<file path="src/rtl/ram_timer.sv">
// Memory-mapped 32-bit timer that sits beside the data RAM on the CPU bus.
// It has a prescaled up-counter, a compare match with optional auto-reload, and a level interrupt.
module ram_timer #(
  parameter logic [31:0] BASE_ADDR = 32'h1000_0000,
  parameter int unsigned PRESCALE  = 1
) (
  input  logic        clk,
  input  logic        rst,
  input  logic        ce,
  input  logic        we,
  input  logic [31:0] addr,
  input  logic [3:0]  sel,
  input  logic [31:0] data_i,
  output logic [31:0] data_o,
  output logic        hit_o,
  output logic        irq_o
);

  localparam logic [15:0] PRE_LAST = 16'(PRESCALE - 1);

  localparam logic [1:0] REG_CTRL    = 2'd0;
  localparam logic [1:0] REG_COUNT   = 2'd1;
  localparam logic [1:0] REG_COMPARE = 2'd2;
  localparam logic [1:0] REG_STATUS  = 2'd3;

  logic        r_en;
  logic        r_auto_reload;
  logic        r_ie;
  logic        r_match;
  logic [31:0] r_count;
  logic [31:0] r_compare;
  logic [15:0] r_pre;

  logic        w_hit;
  logic        w_rd;
  logic        w_wr;
  logic [1:0]  w_reg;
  logic        w_wr_ctrl;
  logic        w_wr_count;
  logic        w_wr_compare;
  logic        w_wr_status;
  logic        w_tick;
  logic        w_match;
  logic        w_unused;

  // Byte-lane merge: lanes with sel[n]=0 keep their current contents.
  function automatic logic [31:0] f_merge(input logic [31:0] old_val,
                                          input logic [31:0] new_val,
                                          input logic [3:0]  be);
    logic [31:0] v;
    v = old_val;
    for (int i = 0; i < 4; i++) begin
      if (be[i]) v[i*8 +: 8] = new_val[i*8 +: 8];
    end
    return v;
  endfunction

  assign w_hit        = ce && (addr[31:4] == BASE_ADDR[31:4]);
  assign w_rd         = w_hit && !we;
  assign w_wr         = w_hit && we;
  assign w_reg        = addr[3:2];
  assign w_wr_ctrl    = w_wr && (w_reg == REG_CTRL);
  assign w_wr_count   = w_wr && (w_reg == REG_COUNT);
  assign w_wr_compare = w_wr && (w_reg == REG_COMPARE);
  assign w_wr_status  = w_wr && (w_reg == REG_STATUS);
  assign w_unused     = ^addr[1:0];

  assign w_tick  = r_en && (r_pre == PRE_LAST);
  assign w_match = w_tick && (r_count == r_compare);

  assign hit_o = w_hit;
  assign irq_o = r_ie && r_match;

  always_comb begin
    data_o = 32'd0;
    if (rst && w_rd) begin
      case (w_reg)
        REG_CTRL:    data_o = {29'd0, r_ie, r_auto_reload, r_en};
        REG_COUNT:   data_o = r_count;
        REG_COMPARE: data_o = r_compare;
        default:     data_o = {31'd0, r_match};
      endcase
    end
  end

  always_ff @(posedge clk or negedge rst) begin
    if (!rst) begin
      r_en          <= 1'b0;
      r_auto_reload <= 1'b0;
      r_ie          <= 1'b0;
      r_match       <= 1'b0;
      r_count       <= 32'd0;
      r_compare     <= 32'hFFFF_FFFF;
      r_pre         <= 16'd0;
    end else begin
      if (!r_en || w_tick) r_pre <= 16'd0;
      else                 r_pre <= r_pre + 16'd1;

      if (w_wr_ctrl && sel[0]) begin
        r_en          <= data_i[0];
        r_auto_reload <= data_i[1];
        r_ie          <= data_i[2];
      end

      // A CPU write to COUNT wins over the tick; the match still sees the old COUNT.
      if (w_wr_count)
        r_count <= f_merge(r_count, data_i, sel);
      else if (w_tick)
        r_count <= (w_match && r_auto_reload) ? 32'd0 : r_count + 32'd1;

      if (w_wr_compare)
        r_compare <= f_merge(r_compare, data_i, sel);

      if (w_match)
        r_match <= 1'b1;
      else if (w_wr_status && sel[0] && data_i[0])
        r_match <= 1'b0;
    end
  end

endmodule

</file>
<file path="config.mk">
export PLATFORM = sky130hd
export DESIGN_NAME = ram_timer
export DESIGN_NICKNAME = d
export VERILOG_FILES = /design/src/rtl/ram_timer.sv
export SDC_FILE = /design/constraint.sdc
export NUM_CORES = 1
export LEC_CHECK = 0
export CAP_MARGIN = 15
export CORE_MARGIN = 8
export CORE_UTILIZATION = 26
export DETAILED_ROUTE_END_ITERATION = 12
export GPL_ROUTABILITY_DRIVEN = 0
export PLACE_DENSITY_LB_ADDON = 0.15
export SYNTH_ARGS = -nofsm -noshare
export SYNTH_HDL_FRONTEND = slang
export SYNTH_SLANG_ARGS = --single-unit
</file>
<file path="constraint.sdc">
create_clock -name clk -period 6.4 [get_ports clk]
set_input_delay 1.28 -clock clk [delete_from_list [all_inputs] [get_ports clk]]
set_output_delay 1.28 -clock clk [all_outputs]
set_load 0.02 [all_outputs]
</file>
## After elaboration in Yosys (flattened, before gate mapping)

Index checks and enable logic that the tools add are counted.

| storage, ports and cells | value |
|---|---|
| register bits after elaboration | 84 |
| output and inout port bits | 34 |
| word-level logic and storage cells | 66 |

| cells by class | value |
|---|---|
| $add $sub $neg | 2 |
| eq/ne operators | 9 |
| mux-type cells | 12 |
| reduce and logical (&&, ||, !) cells | 30 |

Operator list:

| operator | count |
|---|---|
| $mux 32 | 4 |
| $pmux 32 s3 | 1 |
| $add 32x1->32 const B | 1 |
| $eq 32x32->1 | 1 |
| $mux 8 | 4 |
| $eq 28x25->1 const B | 1 |
| $add 16x1->16 const B | 1 |
| $logic_not 16->1 | 1 |
| $mux 16 | 1 |
| $reduce_and 2->1 | 8 |
| $logic_and 1x1->1 | 15 |
| $ne 2x2->1 const B | 4 |
| $eq 2x2->1 const B | 2 |
| $reduce_bool 2->1 | 2 |
| $eq 2x1->1 const B | 1 |
| $logic_not 1->1 | 2 |
| $logic_not 2->1 | 1 |
| $mux 1 | 2 |
| $logic_or 1x1->1 | 1 |

## Depth between registers and ports, before layout

Gate-level depths: netlist (run 1).

| logic depth | value |
|---|---|
| depth after elaboration | 8 |
| gate-level depth with buffers | 12 |
| mapped depth without buffers | 9 |

## Worst setup path after synthesis (run 1)

No wires, ideal clock.

| timing | value |
|---|---|
| kind | input-to-output |
| from | in addr[4] |
| to | out data_o[10] |
| data arrival time | 2.953 ns |
| slack | 2.167 ns |
| stages | 7 |
| buffers on the path | 2 |
| cell sequence | nor4_1 -> and4_1 -> and2_1 -> clkbuf_1 -> nand3b_1 -> clkbuf_1 -> nor2_1 |

| on the way | value |
|---|---|
| longest elaborated chain between the ends | 5 |

Ends and longest elaborated chain:

| item | RTL line | source |
|---|---|---|
| start, declared | 11 | `input logic [31:0] addr,` |
| $eq 28x25->1 | 58 | `assign w_hit = ce && (addr[31:4] == BASE_ADDR[31:4]);` |
| $logic_and 1x1->1 | 58 |  |
| named net hit_o | 15 | `output logic hit_o,` |
| $logic_and 1x1->1 | 59 | `assign w_rd = w_hit && !we;` |
| $logic_and 1x1->1 | 76 | `if (rst && w_rd) begin` |
| $mux 32 | 76 |  |
| end, declared | 14 | `output logic [31:0] data_o,` |

The timed path passes the listed nets, and every way through them passes these cells.

## Worst setup path in the final report (run 1)

| timing | value |
|---|---|
| from | in addr[2] |
| to | out data_o[22] |

| on the way | value |
|---|---|
| longest elaborated chain between the ends | 3 |
| elaborated cells on any way between the ends | 5 |
| classes of those cells | eq/ne (2); mux (2); reduce/logical (1) |

Ends and longest elaborated chain:

| item | RTL line | source |
|---|---|---|
| $eq 2x2->1 (tied with other cells) | 77 | `case (w_reg)` |
| $pmux 32 s3 * | 77 |  |
| $mux 32 * | 76 |  |

Every way passes the cells marked *; elsewhere a longest branch is shown, timed or not.

==> impl_results.md, run 1 <==
* Drt wl/cell at 18.9 µm
* Drc violations at 0
* P_int at 0.000876 W
* Worst Setup Start Kind: input port
* FF+latch count, synth at 84
* Slew HR at a little under a third
* Worst R2R End: r_count[31]$_DFFE_PN0P_
* # resized after CTS at 0
* R2R Path Start: r_pre[0]$_DFF_PN0_
* Boundary Pins at approximately 110
* Ys async rst share at 100%
* Multi-input gate area at roughly 0.0029 mm²
* TritonCTS Buffers at 9
* Pwr dens at around 170 mW/mm²
* Tmin final at about 5.2 ns
* Die area at 0.0250 mm²
* CP Data Arrival Time at between 3 and 4 ns
* Via Count at roughly 4700
* Flop pwr share at a little under half
* Post-CTS setup buffer count at 0
* Largest net degree at the start of global routing at between 60 and 70
* Sequential Area at between 0.002 and 0.0025 mm²
* Switching pwr at 0.000256 W
* Starting density of the core at 26.2%
* Vias in the first global route at 4996
* Peak VDD IR at 131 µV
* Die W at about 160 µm
* First-pass GRT wire length at 28400 µm
* Unrepaired setup endpoints after global routing: false
* Top FF cell, synth: dfrtp_1
* Initial DRC count at 365
* Cell area after synthesis at roughly 0.0053 mm²
* Kind of critical path: in2out
* Nets at about 750
* Crit-path max FO at 21
* Fin Clk Skew at approximately 0.0087 ns
* Syn-to-layout area delta at 30.3%
* Max clock buf depth at 2
* Vias per inst at between 5 and 6
* Worst R2R Setup Slack at a little over 3 ns
* Slew Limit Fails at 0
* Avg Inst Size Synth at 9.02 µm²
* Status: finished, final reports clean
* # hold bufs at CTS at 0
* Initial antenna violation count at 0
* P_leak at about 2.7 nW
* CP Capture Type: primary output
* CTS clk-pin slew, worst paths at about 0.070 ns
* Hold path depth at 1
* Clock Root Buffer: clkbuf_16
* CTS tree: done
* Netlist cell types at 52
* Max-Cap Viols at 0
* Period utilization at between 80% and 90%
* F_max at between 150 and 200 MHz
* Insertion delay to the later sink of the worst-skew pair at around 0.35 ns
* Final WL at about 18000 µm
* H-tree depth at 3
* Clock share of power at 46.0%
* CTS Sinks at between 80 and 90
* Final hold vios at 0
* Sequential share of the synthesized area at 40.7%
* Core area at approximately 0.020 mm²
* Post-synth EDFFs at 0
* HP Class: reg2reg
* R2R depth at 9
* Yosys warns at 0
* Port-buffer cells at ~100
* Share of post-route cells with drive strength above 1 at 15.0%
* Slew @ Worst Pin at between 1 and 1.5 ns
* Routed Antenna Nets at 0
* Grt ovf at 0
* Setup violations, final at 0
* CP startpoint: addr[2]
* Die Span Y at between 150 and 200 µm
* Logic pwr share at approximately 7%
* Hold path start: r_pre[0]$_DFF_PN0_
* Fillers at about 2100
* Dpl hpwl at around 13000 µm
* Setup TNS at 0 ns
* Switching Share at a little under a quarter
* DR pass1 iterations at 5
* Post-Syn Instances at around 580
* Post-Syn Nets at approximately 660
* Required time of the critical path at between 5 and 6 ns
* Hold Crit Endpoint: r_pre[0]$_DFF_PN0_
* Pwr Total at about 0.0011 W
* Row count at 52
* # diodes at 0
* Gr usage total at between 10 and 15%
[worst max-delay path: stages]
cell and delay, ns:
clkdlybuf4s50_1 0.70, nor2b_2 0.61, buf_4 0.41, a22oi_1 0.17, nor2_1 0.12, clkdlybuf4s50_1 0.62
[cell usage in the layout, fill, tap and decap left out, types with 22 or more instances in the layout]
cell type / n
nor2_1: 81
a21oi_1: 32
dfstp_2: 32
a22oi_1: 35
clkdlybuf4s50_1: 102
xor2_1: 41
o21ai_1: 24
dfrtp_1: 52
mux2_2: 34
inv_1: 22
nand2_1: 32
[cells by family (layout without fill, tap and decap cells)]
group | Yosys count | in the layout | synth area share (%)
simple gates | 224 | 224 | 22.1
compound gates | 129 | 129 | 15.7
flops | 84 | 84 | 40.7
buf+inv | 56 | 151 | 4.33
xor+xnor | 49 | 49 | 8.16
mux | 38 | 38 | 8.28
fa+ha+maj | 3 | 3 | 0.714
[worst max path at each step]
stage	to	slack, ns	cells after the start
after detailed placement	data_o[22]	1.18	6
after global placement	data_o[27]	1.22	8
after global routing	data_o[22]	1.07	6
after floorplan	data_o[10]	2.17	7
after CTS	data_o[22]	1.18	6
final	data_o[22]	1.21	6
[stage by stage]
step / cells / area (µm²) / setup WS (ns) / hold WS, ns / utilization, %
2_1_floorplan: 583 / 5260 / 2.17 / 0.455 / -
3_3_place_gp: 931 / 6550 / 1.22 / 0.473 / 32.7
3_5_place_dp: 931 / 6550 / 1.18 / 0.480 / 32.7
4_1_cts: 947 / 6840 / 1.18 / 0.491 / 34.1
5_1_grt: 948 / 6850 / 1.07 / 0.541 / 34.2
6_report: 948 / 6850 / 1.21 / 0.490 / 34.2
[routing by layer]
layer  up-vias  track usage, %  wire length, µm
met1      2321            19.0             8090
li1       2283               -                -
met2       120            24.3             8560
met5         -               0                0
met4         0            4.31              345
met3        20            3.58              965
[synth_stat cells (2+ instances only)]
library cell	count	area share (%)
mux2_2	34	7.3
xor2_1	41	6.8
nor4_2	2	0.48
ha_1	3	0.71
nor3b_1	7	1.0
xnor2_1	8	1.3
and2_1	5	0.59
dfrtp_1	52	25
clkbuf_1	23	1.6
o22ai_1	6	0.71
a21oi_1	32	3.0
nor4_4	2	0.81
nand3_1	17	1.6
o31ai_1	3	0.43
mux2i_1	3	0.57
nor2_1	81	5.8
nor4b_1	2	0.33
and4_1	5	0.83
buf_2	8	0.76
a32oi_1	2	0.33
dfstp_2	32	16
nor2b_1	3	0.36
a221oi_1	3	0.50
nor3_1	14	1.3
nand3b_1	2	0.29
nand4_1	15	1.8
nand2b_1	2	0.24
inv_1	22	1.6
nand2_1	32	2.3
and3_1	9	1.1
buf_4	2	0.29
a22oi_1	35	5.0
nor4_1	20	2.4
o21ai_0	10	0.95
a31oi_1	6	0.71
o21ai_1	24	2.3
[registers in the layout, summed over array words and instances (netlist names)]
register / count
r_pre: 16
r_compare: 32
r_auto_reload: 1
r_ie: 1
r_count: 32
r_match: 1
r_en: 1
[power by group through the flow]
stage,Sequential (W),Clock (W),Combinational (W)
after floorplan,0.000541,0,0.0000133
after global placement,0.000541,0,0.0000806
after detailed placement,0.000541,0,0.0000807
after CTS,0.000532,0.000538,0.0000812
after global routing,0.000532,0.000555,0.0000862
final,0.000532,0.000520,0.0000796
[layout make-up]
type,count,area share (%)
Multi-Input combinational cell,443,42.2
Clock inverter,5,0.786
Tap cell,270,4.93
Timing Repair Buffer,113,16.2
Sequential cell,84,31.3
Inverter,22,1.21
Clock buffer,11,3.40
Power figures use the tool's default switching activity.
==> run 2, diff against run 1 <==
- clock period: 6.4 -> 5.3 ns (I/O delays scaled with it)
==> impl_results.md, run 2 (synthesis gave the netlist of run 1 again) <==
* Starting density of the core at 26.2%
* Die W at approximately 160 µm
* Worst R2R Setup Slack at approximately 2.2 ns
* Insertion delay to the later sink of the worst-skew pair at 0.35 ns
* Crit-path max FO at 32
* Slew @ Worst Pin at 0.834 ns
* Nets at between 700 and 800
* Die area at around 0.025 mm²
* Fillers at 2127
* # resized after CTS at 0
* Period utilization at about nine tenths
* Initial DRC count at about 360
* Commonest non-fill, non-tap cell in the layout: clkdlybuf4s50_1
* Row count at 52
* Hold Crit Endpoint: r_pre[0]$_DFF_PN0_
* Final hold vios at 0
* Worst R2R End: r_count[31]$_DFFE_PN0P_
* Met3 Usage GRT at approximately 2.3%
* Unrepaired setup endpoints after global routing: false
* Boundary Pins at about 110
* CP Data Arrival Time at around 3.6 ns
* Met2 usage at 23.5%
* Hold path start: r_pre[0]$_DFF_PN0_
* Status: finished, final reports clean
* Hold WS at 0.496 ns
* Largest registers: r_compare x32, r_count x32, r_pre x16
* Drc violations at 0
* Switching Share at between 20% and 30%
* DR pass1 iterations at 5
* F_max at 213 MHz
* Initial antenna violation count at 0
* P_int at approximately 0.0011 W
* Slew Limit Fails at 0
* Final WL at between 15000 and 20000 µm
* CTS clk-pin slew, worst paths at approximately 0.060 ns
* Max-Cap Viols at 0
* Syn-to-layout area delta at 31.2%
* # hold bufs at CTS at 0
* Fin Clk Skew at just over 0.007 ns
* Dpl hpwl at 13300 µm
* Fin cells at ~950
* Via Count at between 4000 and 5000
* Gr usage total at between 10% and 20%
* Hold path depth at 1
* Die Span Y at around 160 µm
* Final core occ at roughly 34%
* H-tree depth at 3
* Drt wl/cell at between 15 and 20 µm
* Max clock buf depth at 2
* CP Capture Type: primary output
* Grt ovf at 0
* Peak VDD IR at 143 µV
* Core area at 0.0200 mm²
* GR peak layer: met2
* Clock share of power at approximately half
* Required time of the critical path at approximately 4.2 ns
* Port-buffer cells at 103
* First-pass GRT wire length at 27900 µm
* P_leak at about 2.7 nW
* Placed cell area at 0.00658 mm²
* Met1 GRT Util at 19.3%
* Pwr dens at between 200 and 250 mW/mm²
* Setup violations, final at 0
* Slew HR at roughly 44%
* Commonest non-fill, non-tap cells in the layout: clkdlybuf4s50_1, nor2_1, dfrtp_1
* Design Area, Final at just under 0.007 mm²
* TritonCTS Buffers at 9
* Routed Antenna Nets at 0
* Vias in the first global route at between 4000 and 5000
* Placed cells at roughly 930
* Clock Root Buffer: clkbuf_16
* Logic pwr share at 6.8%
* Setup TNS at 0 ns
* HP Class: reg2reg
* CTS tree: done
* Worst Setup Start Kind: input port
* R2R depth at 8
* Flop pwr share at between 40 and 50%
* Switching pwr at about 0.00032 W
* Vias per inst at between 4 and 5
* Share of post-route cells with drive strength above 1 at approximately 15%
* Kind of critical path: in2out
* # diodes at 0
* Largest net degree at the start of global routing at 63
* Post-CTS setup buffer count at 0
* R2R Path Start: r_pre[0]$_DFF_PN0_
* Tmin final at about 4.7 ns
* CTS Sinks at 84
run 2: per-stage QoR:
| step | total power (W) | setup slack [ns] |
|---|---|---|
| after detailed placement | 0.000752 | 0.571 |
| after floorplan | 0.000669 | 1.51 |
| final | 0.00143 | 0.608 |
| after CTS | 0.00145 | 0.554 |
| after global placement | 0.000752 | 0.591 |
| after global routing | 0.00148 | 0.412 |
run 2: routing by layer:
layer	vias up	wire length [µm]
li1	2288	-
met1	2287	8340
met3	16	838
met2	95	8400
met4	0	283
met5	-	0
run 2: how the worst max path moves through the flow:
| stage | startpoint | endpoint | slack (ns) | depth (start not counted) |
|---|---|---|---|---|
| finish | addr[7] | data_o[24] | 0.61 | 8 |
| global route | addr[8] | data_o[25] | 0.41 | 8 |
| global placement | addr[12] | data_o[31] | 0.59 | 8 |
| detailed placement | addr[7] | data_o[25] | 0.57 | 8 |
| floorplan | addr[4] | data_o[10] | 1.51 | 7 |
| CTS | addr[7] | data_o[25] | 0.55 | 8 |
run 2: cell type report:
cell class	instances	area (µm²)	area share, %
Multi-Input combinational cell	443	2890	42.0
Clock buffer	9	225	3.27
Sequential cell	84	2140	31.1
Timing Repair Buffer	114	1120	16.3
Tap cell	270	338	4.90
Clock inverter	7	91.3	1.32
Inverter	22	82.6	1.20
run 2: power by group through the flow:
| stage | logic, W | clock network, W | registers (W) |
|---|---|---|---|
| 2_1_floorplan | 0.0000160 | 0 | 0.000653 |
| 3_3_place_gp | 0.0000986 | 0 | 0.000653 |
| 3_5_place_dp | 0.0000986 | 0 | 0.000653 |
| 4_1_cts | 0.0000993 | 0.000707 | 0.000642 |
| 5_1_grt | 0.000105 | 0.000730 | 0.000642 |
| 6_report | 0.0000969 | 0.000692 | 0.000642 |
run 2: critical path: stages:
cell and delay, ns:
clkdlybuf4s50_1 0.42, nor4_1 0.38, and4_1 0.29, and2_1 0.30, nand3b_1 0.11, buf_4 0.27, nor2_1 0.17, clkdlybuf4s50_1 0.62
==> run 3, diff against run 2 <==
- CAP_MARGIN: 15 -> not set
- SETUP_SLACK_MARGIN: not set -> 0.5
==> impl_results.md, run 3 (synthesis gave the netlist of run 1 again) <==
* Status: finished, final reports clean
* Die area at between 0.02 and 0.03 mm²
* Starting density of the core at about a quarter
* Routed Antenna Nets at 0
* Syn-to-layout area delta at 31.2%
* Worst-path cell chain: clkdlybuf4s50_1 > nor4_1 > and4_1 > and2_2 > nand3b_1 > buf_4 > nor2_1 > clkdlybuf4s50_1
* Insertion delay to the later sink of the worst-skew pair at 0.35 ns
* Port-buffer cells at 103
* Pwr dens at just over 200 mW/mm²
* Row count at 52
* Largest registers: r_compare x32, r_count x32, r_pre x16
* Tmin final at 4.61 ns
* Core area at around 0.020 mm²
* Fin Clk Skew at roughly 0.0076 ns
* Via Count at 4681
* Dpl hpwl at about 13000 µm
* Grt ovf at 0
* Stages on worst setup path at 8
* Final WL at 17800 µm
* CP max-delay cell: clkdlybuf4s50_1
* Commonest non-fill, non-tap cell in the layout: clkdlybuf4s50_1
* Fin cells at between 900 and 1000
* Setup TNS at 0 ns
* Fillers at approximately 2100
* CTS tree: done
* CP startpoint: addr[7]
* F_max at between 200 and 250 MHz
* CP Data Arrival Time at around 3.6 ns
* Kind of critical path: in2out
* Setup violations, final at 0
* Max clock buf depth at 2
* Share of post-route cells with drive strength above 1 at roughly 16%
* Slew Limit Fails at 0
* Final hold vios at 0
* Worst Setup Start Kind: input port
* Most used cell along the critical path: clkdlybuf4s50_1
* Max incr delay on CP at roughly 0.62 ns
* Initial antenna violation count at 0
* Required time of the critical path at ~4.2 ns
* # diodes at 0
* CTS clk-pin slew, worst paths at roughly 0.06 ns
* Place WS at ~0.57 ns
* Crit-path max FO at 32
* Clock Root Buffer: clkbuf_16
* Worst R2R Setup Slack at 2.21 ns
* Initial DRC count at around 360
* Worst Path Buf+Inv at 3
* Placed cells at between 900 and 1000
* R2R depth at 8
* HP Class: reg2reg
* Period utilization at between 80% and 90%
* Worst R2R End: r_count[31]$_DFFE_PN0P_
* Critical path's top delay family: buffers and inverters
* P_leak at between 2 and 3 nW
* Slew HR at about 45%
* Drc violations at 0
* Die W at roughly 160 µm
* Gr usage total at 14.5%
* Max-Cap Viols at 0
* CTS Sinks at 84
* First-pass GRT wire length at around 28000 µm
* Setup crit end: data_o[24]
* TritonCTS Buffers at 9
* Vias in the first global route at around 4800
* Post-CTS setup buffer count at 0
* Unrepaired setup endpoints after global routing: false
* Peak VDD IR at about 140 µV
* Final worst setup slack at 0.685 ns
* Drt wl/cell at 18.8 µm
* Boundary Pins at about 110
* Final core occ at approximately 34%
* R2R Path Start: r_pre[0]$_DFF_PN0_
* Nets at around 750
* Die Span Y at roughly 160 µm
* DR pass1 iterations at 5
* CP Capture Type: primary output
* H-tree depth at 3
* Commonest non-fill, non-tap cells in the layout: clkdlybuf4s50_1, nor2_1, dfrtp_1
* Vias per inst at about 4.9
* Largest net degree at the start of global routing at 63
* Slew @ Worst Pin at between 0.8 and 0.9 ns
==> run 3: cell types whose count changed in the layout (fill, tap and decap cells not counted) <==
| cell | change |
|---|---|
| and2_1 | -1 |
| and2_2 | +1 |
==> run 3: layout make-up <==
type                       instances  area, µm²  share of cell area (%)
clock inverter                     7       91.3                    1.32
sequential                        84       2140                    31.1
multi-input combinational        443       2890                    42.0
tap                              270        338                    4.90
timing repair buffer             114       1120                    16.3
inverter                          22       82.6                    1.20
clock buffer                       9        225                    3.27
==> run 3: worst min-delay path by stage <==
| stage | start | endpoint | slack, ns | cells past startpoint |
|---|---|---|---|---|
| 2_1_floorplan | r_pre[0]$_DFF_PN0_ | r_pre[0]$_DFF_PN0_ | 0.45 | 1 |
| 3_3_place_gp | r_pre[0]$_DFF_PN0_ | r_pre[0]$_DFF_PN0_ | 0.48 | 1 |
| 3_5_place_dp | r_pre[0]$_DFF_PN0_ | r_pre[0]$_DFF_PN0_ | 0.48 | 1 |
| 4_1_cts | r_pre[0]$_DFF_PN0_ | r_pre[0]$_DFF_PN0_ | 0.50 | 1 |
| 5_1_grt | r_pre[0]$_DFF_PN0_ | r_pre[0]$_DFF_PN0_ | 0.53 | 1 |
| 6_report | r_pre[0]$_DFF_PN0_ | r_pre[0]$_DFF_PN0_ | 0.50 | 1 |
==> run 3: metal layers <==
metal,up-vias,track usage [%],routed length [µm]
met5,-,0,0
met4,0,5.12,291
met3,16,2.29,770
met2,90,23.5,8450
met1,2286,19.3,8320
li1,2289,-,-
==> run 3: metrics by stage <==
step | power [W] | hold WS (ns) | instance area, µm²
after floorplan | 0.000669 | 0.455 | 5260
after global placement | 0.000752 | 0.476 | 6580
after detailed placement | 0.000752 | 0.482 | 6580
after CTS | 0.00145 | 0.499 | 6900
after global routing | 0.00148 | 0.535 | 6900
final | 0.00143 | 0.496 | 6900
==> run 3: power breakdown <==
group / internal [W] / leakage (nW) / switching [W]
Combinational: 0.0000525 / 1.53 / 0.0000444
Sequential: 0.000642 / 1.04 / 0.0000000000292
Clock: 0.000411 / 0.155 / 0.000280
Total: 0.00111 / 2.73 / 0.000324
==> run 3: repair_timing <==
action | CTS | global route
hold buffers | 0 | 0
gates resized for setup | 0 | 1
endpoints found under the setup margin | 0 | 32
